**src/rtl/pixel_sink_if.sv**
```systemverilog
// pixel_sink_if: bundles the pixel-plot request side and the framebuffer write side of
// pixel_sink.
//   master: drawing logic / framebuffer model (drives plot, x, y, color, mem_busy)
//   slave : pixel_sink (drives ready, empty, mem_addr, mem_data, mem_wren, dropped)
interface pixel_sink_if;
  logic        plot;
  logic [7:0]  x;
  logic [6:0]  y;
  logic [2:0]  color;
  logic        ready;
  logic        empty;
  logic        mem_busy;
  logic [14:0] mem_addr;
  logic [2:0]  mem_data;
  logic        mem_wren;
  logic [7:0]  dropped;

  modport master (
    output plot, x, y, color, mem_busy,
    input  ready, empty, mem_addr, mem_data, mem_wren, dropped
  );

  modport slave (
    input  plot, x, y, color, mem_busy,
    output ready, empty, mem_addr, mem_data, mem_wren, dropped
  );
endinterface

```
**src/rtl/pixel_sink.sv**
```systemverilog
// pixel_sink: accepts one (x, y, color) pixel per plot strobe and clips off-screen pixels.
// It converts on-screen pixels to a linear 160x120 framebuffer address, buffers them in a
// DEPTH-entry FIFO and drains them into a stallable framebuffer write port.
// Ports:
//   clk    - system clock, rising edge
//   resetn - asynchronous active-low reset
//   bus    - pixel_sink_if.slave: plot/x/y/color/ready/empty on the request side,
//            mem_busy/mem_addr/mem_data/mem_wren on the write side, dropped counter
// Build option: define PIXEL_SINK_KEY_EN to discard pixels whose colour equals KEY_COLOR.
module pixel_sink #(
  parameter int unsigned DEPTH     = 8,
  parameter logic [2:0]  KEY_COLOR = 3'b101
) (
  input  logic         clk,
  input  logic         resetn,
  pixel_sink_if.slave  bus
);

  localparam int unsigned AW = $clog2(DEPTH);

  typedef logic [AW:0] ptr_t;

  ptr_t        wptr_q, wptr_d;
  ptr_t        rptr_q, rptr_d;
  logic [17:0] fifo_q [DEPTH];
  logic [17:0] head;
  logic [14:0] mem_addr_q, mem_addr_d;
  logic [2:0]  mem_data_q, mem_data_d;
  logic        mem_wren_q, mem_wren_d;
  logic [7:0]  dropped_q, dropped_d;

  logic        full, empty, accept, on_screen, keyed, push, pop;
  logic [14:0] y_ext, addr;

  // Full when the pointers index the same slot but differ in the wrap bit.
  assign full  = (wptr_q[AW] != rptr_q[AW]) && (wptr_q[AW-1:0] == rptr_q[AW-1:0]);
  assign empty = (wptr_q == rptr_q);

  assign accept    = bus.plot && !full;
  assign on_screen = (bus.x < 8'd160) && (bus.y < 7'd120);

  // y*160 as two shifts; maximum 19199 fits in 15 bits.
  assign y_ext = {8'd0, bus.y};
  assign addr  = (y_ext << 7) + (y_ext << 5) + {7'd0, bus.x};

`ifdef PIXEL_SINK_KEY_EN
  assign keyed = (bus.color == KEY_COLOR);
`else
  logic unused_key_color;
  assign unused_key_color = ^KEY_COLOR;
  assign keyed = 1'b0;
`endif

  assign push = accept && on_screen && !keyed;
  assign pop  = !empty && !bus.mem_busy;
  assign head = fifo_q[rptr_q[AW-1:0]];

  always_comb begin
    wptr_d     = wptr_q + ptr_t'(push);
    rptr_d     = rptr_q + ptr_t'(pop);
    mem_wren_d = pop;
    mem_addr_d = mem_addr_q;
    mem_data_d = mem_data_q;
    if (pop) begin
      mem_addr_d = head[17:3];
      mem_data_d = head[2:0];
    end
    dropped_d = dropped_q;
    if (accept && !on_screen && (dropped_q != 8'hFF)) begin
      dropped_d = dropped_q + 8'd1;
    end
  end

  always_ff @(posedge clk or negedge resetn) begin
    if (!resetn) begin
      wptr_q     <= '0;
      rptr_q     <= '0;
      mem_addr_q <= '0;
      mem_data_q <= '0;
      mem_wren_q <= 1'b0;
      dropped_q  <= '0;
    end else begin
      wptr_q     <= wptr_d;
      rptr_q     <= rptr_d;
      mem_addr_q <= mem_addr_d;
      mem_data_q <= mem_data_d;
      mem_wren_q <= mem_wren_d;
      dropped_q  <= dropped_d;
    end
  end

  // Storage needs no reset: the pointers alone define which entries are live.
  always_ff @(posedge clk) begin
    if (push) begin
      fifo_q[wptr_q[AW-1:0]] <= {addr, bus.color};
    end
  end

  assign bus.ready    = !full;
  assign bus.empty    = empty;
  assign bus.mem_addr = mem_addr_q;
  assign bus.mem_data = mem_data_q;
  assign bus.mem_wren = mem_wren_q;
  assign bus.dropped  = dropped_q;

endmodule

```
**src/flat_wrapper.sv**
```systemverilog
// flat-port wrapper written by rule: the top's interface ports become plain ports
module pixel_sink_flat 
#(
  parameter int unsigned DEPTH     = 8,
  parameter logic [2:0]  KEY_COLOR = 3'b101
)
  (clk, resetn, bus_plot, bus_x, bus_y, bus_color, bus_mem_busy, bus_ready, bus_empty, bus_mem_addr, bus_mem_data, bus_mem_wren, bus_dropped);
  pixel_sink_if bus_i ();
  input  logic clk;
  input  logic resetn;
  input wire logic [$bits(bus_i.plot)-1:0] bus_plot;
  input wire logic [$bits(bus_i.x)-1:0] bus_x;
  input wire logic [$bits(bus_i.y)-1:0] bus_y;
  input wire logic [$bits(bus_i.color)-1:0] bus_color;
  input wire logic [$bits(bus_i.mem_busy)-1:0] bus_mem_busy;
  output wire logic [$bits(bus_i.ready)-1:0] bus_ready;
  output wire logic [$bits(bus_i.empty)-1:0] bus_empty;
  output wire logic [$bits(bus_i.mem_addr)-1:0] bus_mem_addr;
  output wire logic [$bits(bus_i.mem_data)-1:0] bus_mem_data;
  output wire logic [$bits(bus_i.mem_wren)-1:0] bus_mem_wren;
  output wire logic [$bits(bus_i.dropped)-1:0] bus_dropped;
  assign bus_i.plot = bus_plot;
  assign bus_i.x = bus_x;
  assign bus_i.y = bus_y;
  assign bus_i.color = bus_color;
  assign bus_i.mem_busy = bus_mem_busy;
  assign bus_ready = bus_i.ready;
  assign bus_empty = bus_i.empty;
  assign bus_mem_addr = bus_i.mem_addr;
  assign bus_mem_data = bus_i.mem_data;
  assign bus_mem_wren = bus_i.mem_wren;
  assign bus_dropped = bus_i.dropped;
  pixel_sink #(.DEPTH(DEPTH), .KEY_COLOR(KEY_COLOR)) u_core (.clk(clk), .resetn(resetn), .bus(bus_i));
endmodule
```
**config.mk**
```make
export PLATFORM = sky130hd
export DESIGN_NAME = pixel_sink_flat
export DESIGN_NICKNAME = d
export VERILOG_FILES = /design/src/rtl/pixel_sink_if.sv /design/src/rtl/pixel_sink.sv /design/src/flat_wrapper.sv
export SDC_FILE = /design/constraint.sdc
export NUM_CORES = 1
export LEC_CHECK = 0
export BUFFER_PORTS_ARGS = -buffer_cell sky130_fd_sc_hd__buf_2
export CAP_MARGIN = 20
export CORE_ASPECT_RATIO = 0.6
export CORE_MARGIN = 3
export CORE_UTILIZATION = 50
export DETAILED_ROUTE_END_ITERATION = 10
export GPL_TIMING_DRIVEN = 0
export HOLD_SLACK_MARGIN = 0.02
export PLACE_DENSITY = 0.71
export SLEW_MARGIN = 10
export SYNTH_ARGS = -nofsm -noshare
export SYNTH_HDL_FRONTEND = slang
export SYNTH_SLANG_ARGS = --single-unit
```
**constraint.sdc**
```tcl
create_clock -name clk -period 2.6 [get_ports clk]
set_clock_uncertainty 0.05 [all_clocks]
set_input_delay 0 -clock clk [delete_from_list [all_inputs] [get_ports clk]]
set_output_delay 0 -clock clk [all_outputs]
set_load 0.01 [all_outputs]
```
==> qor.yml <==
finish:
  final_cell_count_no_fill: 711
  antenna_cells: 0
  final_cell_area_um2: 8826
  drive_above_1_share: 0.3237
  layout.nets: 548
  syn2layout_area_growth_pct: 21.75
  fin_util: 0.6343
setup_path:
  worstPathArrival_ns: 2.62
  crit_buf_inv: 1
  crit_end: "u_core.fifo_q[6][11]$_DFFE_PP_"
  crit_path_cell_trace: "xor2_1 > or4_4 > nor2b_1 > nand2b_1 > nor2_4 > buf_4"
  crit_family: "simple AND/OR/NAND/NOR gates"
  cp.depth: 6
  r2r_start: "u_core.wptr_q[1]$_DFF_PN0_"
  cp-startpoint: "u_core.wptr_q[1]$_DFF_PN0_"
  cp_slowest_stage_delay_ns: 0.57
  crit_required_ns: 2.73
  cp-start-kind: "flip-flop"
  rr_worst_depth: 6
  crit_fanout: 8
  slowest_stage: "or4_4"
  rrSetupSlack_ns: 0.11
  cp-end-kind: "flip-flop"
  r2r-end: "u_core.fifo_q[6][11]$_DFFE_PP_"
  critical_path_class: "flip-flop to flip-flop"
sta:
  post-route-min-period_ns: 2.486
  hold_violations: 0
  slew_headroom: 0.3667
  max_freq_mhz: 402.2
  layout_setup_ws_ns: 0.1136
  tightest_slew_ns: 0.9500
  hold_ws_ns: 0.04742
  setup_violations: 0
  slew_viol_final: 0
  period_share: 0.9563
global_routing:
  antenna_found_initial: 0
  grt_util_met1: 0.3010
  grt_use_met3: 0.06367
  grt_pass1_vias: 3915
  overflow: 0
  top_usage_layer: "met1"
  grt_pass1_wl_um: 23320
  grt_usage: 0.2020
  use_met2: 0.2931
  grt_max_degree: 36
power:
  power.switching_uw: 2953
  vdd_drop_max_mv: 0.6590
  power_leakage_uw: 0.003267
  p_clk_frac: 0.274
  p_per_area_nw_per_um2: 1062
  p_int_uw: 6421
  power_frac_seq: 0.418
  pwr-share-comb: 0.308
  switching_share: 0.3150
logic_synthesis:
  synthArstFlopShare: 0.1955
  ys.flop_type: "edfxtp_1"
  ys_warn_count: 0
  synth-edff-count: 144
  ys_ff_latch: 179
  syn_nets: 437
  avgSynthCellArea_um2: 18.35
  yosysSeqAreaShare: 0.7173
  synth_cell_types: 33
  netlist_instances: 395
  syn_area_um2: 7249
detailed_routing:
  avgViaCountPerCell: 5.630
  drtIter0Drc: 524
  vias: 4003
  wl_um: 15440
  final_antenna_net_count: 0
  drtPass1Iterations: 5
  drc_errors: 0
  wire_per_inst_um: 21.72
place:
  place_area_um2: 7903
  preCtsSetupSlack_ns: -0.1366
  dp_cells: 645
  finalWeightedCongestion: 0.7639
  numPortBuffers: 50
  dp.final_hpwl_um: 9937
clock_network:
  clk_latency_ns: 0.43
  path_clk_slew_ns: 0.07
  h-tree-depth: 4
  clk_path_buf_depth: 2
  clock_sinks: 179
  cts_tree: "yes"
  clockRootBuffer: "clkbuf_16"
  cts_buffers: 17
floorplan:
  coreArea_um2: 13910
  die_w_um: 161.5
  initial_core_util: 0.5210
  fp-row-count: 33
  io_pins: 51
  dieArea_um2: 16030
  die_h_um: 99.27
run_status:
  status: "complete, no violations"
flow_run:
  maxCapViolCount: 0
min_path:
  min-delay-path-class: "input port to flip-flop"
[cell usage after synthesis, types with 2 or more instances]
cell / instances / area [um^2]
a21oi_1: 24 / 120.1
a31oi_1: 3 / 18.77
and3_1: 3 / 18.77
buf_1: 2 / 7.510
buf_2: 6 / 30.03
buf_6: 3 / 33.78
clkbuf_1: 4 / 15.01
dfrtp_1: 35 / 875.8
edfxtp_1: 144 / 4324
fa_1: 2 / 40.04
ha_1: 18 / 225.2
inv_1: 11 / 41.29
mux2_1: 2 / 22.52
mux2i_1: 18 / 180.2
mux4_2: 36 / 810.8
nand2_1: 5 / 18.77
nand2b_1: 7 / 43.79
nand3_1: 7 / 35.03
nand4_1: 4 / 25.02
nor2_1: 29 / 108.9
nor3_1: 3 / 15.01
o21ai_0: 4 / 20.02
xnor2_1: 8 / 70.07
xor2_1: 8 / 70.07
[metrics by stage]
step,total power (uW),setup TNS (ns)
2_1_floorplan,5781,0
4_1_cts,9364,-1.790
6_report,9373,0
3_5_place_dp,6758,-2.643
3_3_place_gp,6571,-98.47
5_1_grt,9822,-0.006453
[worst reg2reg max path, cell delays in order, from the launching register on]
cell and delay, ns:
dfrtp_1 0.52, xor2_1 0.23, or4_4 0.57, nor2b_1 0.20
nand2b_1 0.35, nor2_4 0.12, buf_4 0.20
[routing by layer]
layer	wire (um)	vias up	share of wire
met4	108	0	0.0070
met5	0	-	0
met1	7131	2055	0.46
met2	6999	157	0.45
met3	1201	11	0.078
li1	-	1780	-
[what timing repair did]
item	CTS	global route
hold buffers	11	0
pin swaps	0	7
resized for setup	3	3
setup buffers	1	22
endpoints found under the setup margin	70	99
hold endpoints to repair	112	0
[cells by family after synthesis]
logic type / share of synthesized area
AO/OA/AOI/OAI: 0.02520
XOR/XNOR: 0.01933
adder cells (fa/ha/maj): 0.03659
buffers and inverters: 0.01760
flip-flops: 0.7173
multiplexers: 0.1414
AND/OR/NAND/NOR: 0.04263
[sequential cells by signal, indices dropped and copies added (netlist names)]
register and count:
u_core.wptr_q 4, u_core.bus.dropped 8, u_core.bus.mem_wren 1, u_core.bus.mem_addr 15
u_core.fifo_q 144, u_core.bus.mem_data 3, u_core.rptr_q 4
[placed cells by master, fill, tap and decap left out, types with 2 or more instances in the layout]
cell / n
nor2_4: 6
clkbuf_16: 17
mux4_2: 36
buf_8: 5
inv_1: 11
nor2_1: 23
nand4_1: 4
mux2i_1: 18
dfrtp_1: 35
xnor2_1: 8
a21oi_1: 24
buf_4: 22
clkbuf_1: 6
edfxtp_1: 144
buf_6: 5
o21ai_0: 4
fa_1: 2
dlygate4sd3_1: 11
buf_2: 56
and3_1: 3
nand3_1: 7
nor3_4: 2
inv_6: 5
clkinv_4: 3
mux2_1: 2
buf_1: 2
nand2_1: 5
nand2b_1: 7
xor2_1: 8
ha_1: 18
bufinv_16: 2
a31oi_1: 3
[power groups by stage]
stage / Combinational, uW / Clock, uW / Sequential (uW)
global placement: 2620 / 0 / 3950
floorplan: 1780 / 0 / 4000
global route: 3120 / 2740 / 3970
CTS: 2840 / 2610 / 3920
finish: 2890 / 2570 / 3920
detailed placement: 2780 / 0 / 3970
[worst min path at each step]
stage	cells after the start	slack, ns	start	end
after global routing	3	0.06	bus_y[6]	u_core.fifo_q[7][17]$_DFFE_PP_
final	3	0.05	bus_y[6]	u_core.fifo_q[7][17]$_DFFE_PP_
after CTS	3	0.03	bus_y[6]	u_core.fifo_q[7][17]$_DFFE_PP_
after floorplan	0	-0.35	resetn	u_core.bus.dropped[0]$_DFFE_PN0P_
after global placement	1	0.13	resetn	u_core.bus.dropped[6]$_DFFE_PN0P_
after detailed placement	1	0.13	resetn	u_core.bus.dropped[4]$_DFFE_PN0P_
[area by class of cell]
cell class | instances | area (um^2)
Tap cell | 192 | 240.2
Clock inverter | 13 | 165.2
Buffer | 15 | 86.33
Multi-Input combinational cell | 190 | 1989
Fill cell | 993 | 5089
Timing Repair Buffer | 92 | 670.6
Clock buffer | 19 | 432.9
Sequential cell | 179 | 5200
Inverter | 11 | 41.29
Note: power is estimated with default switching activity, not from simulation.
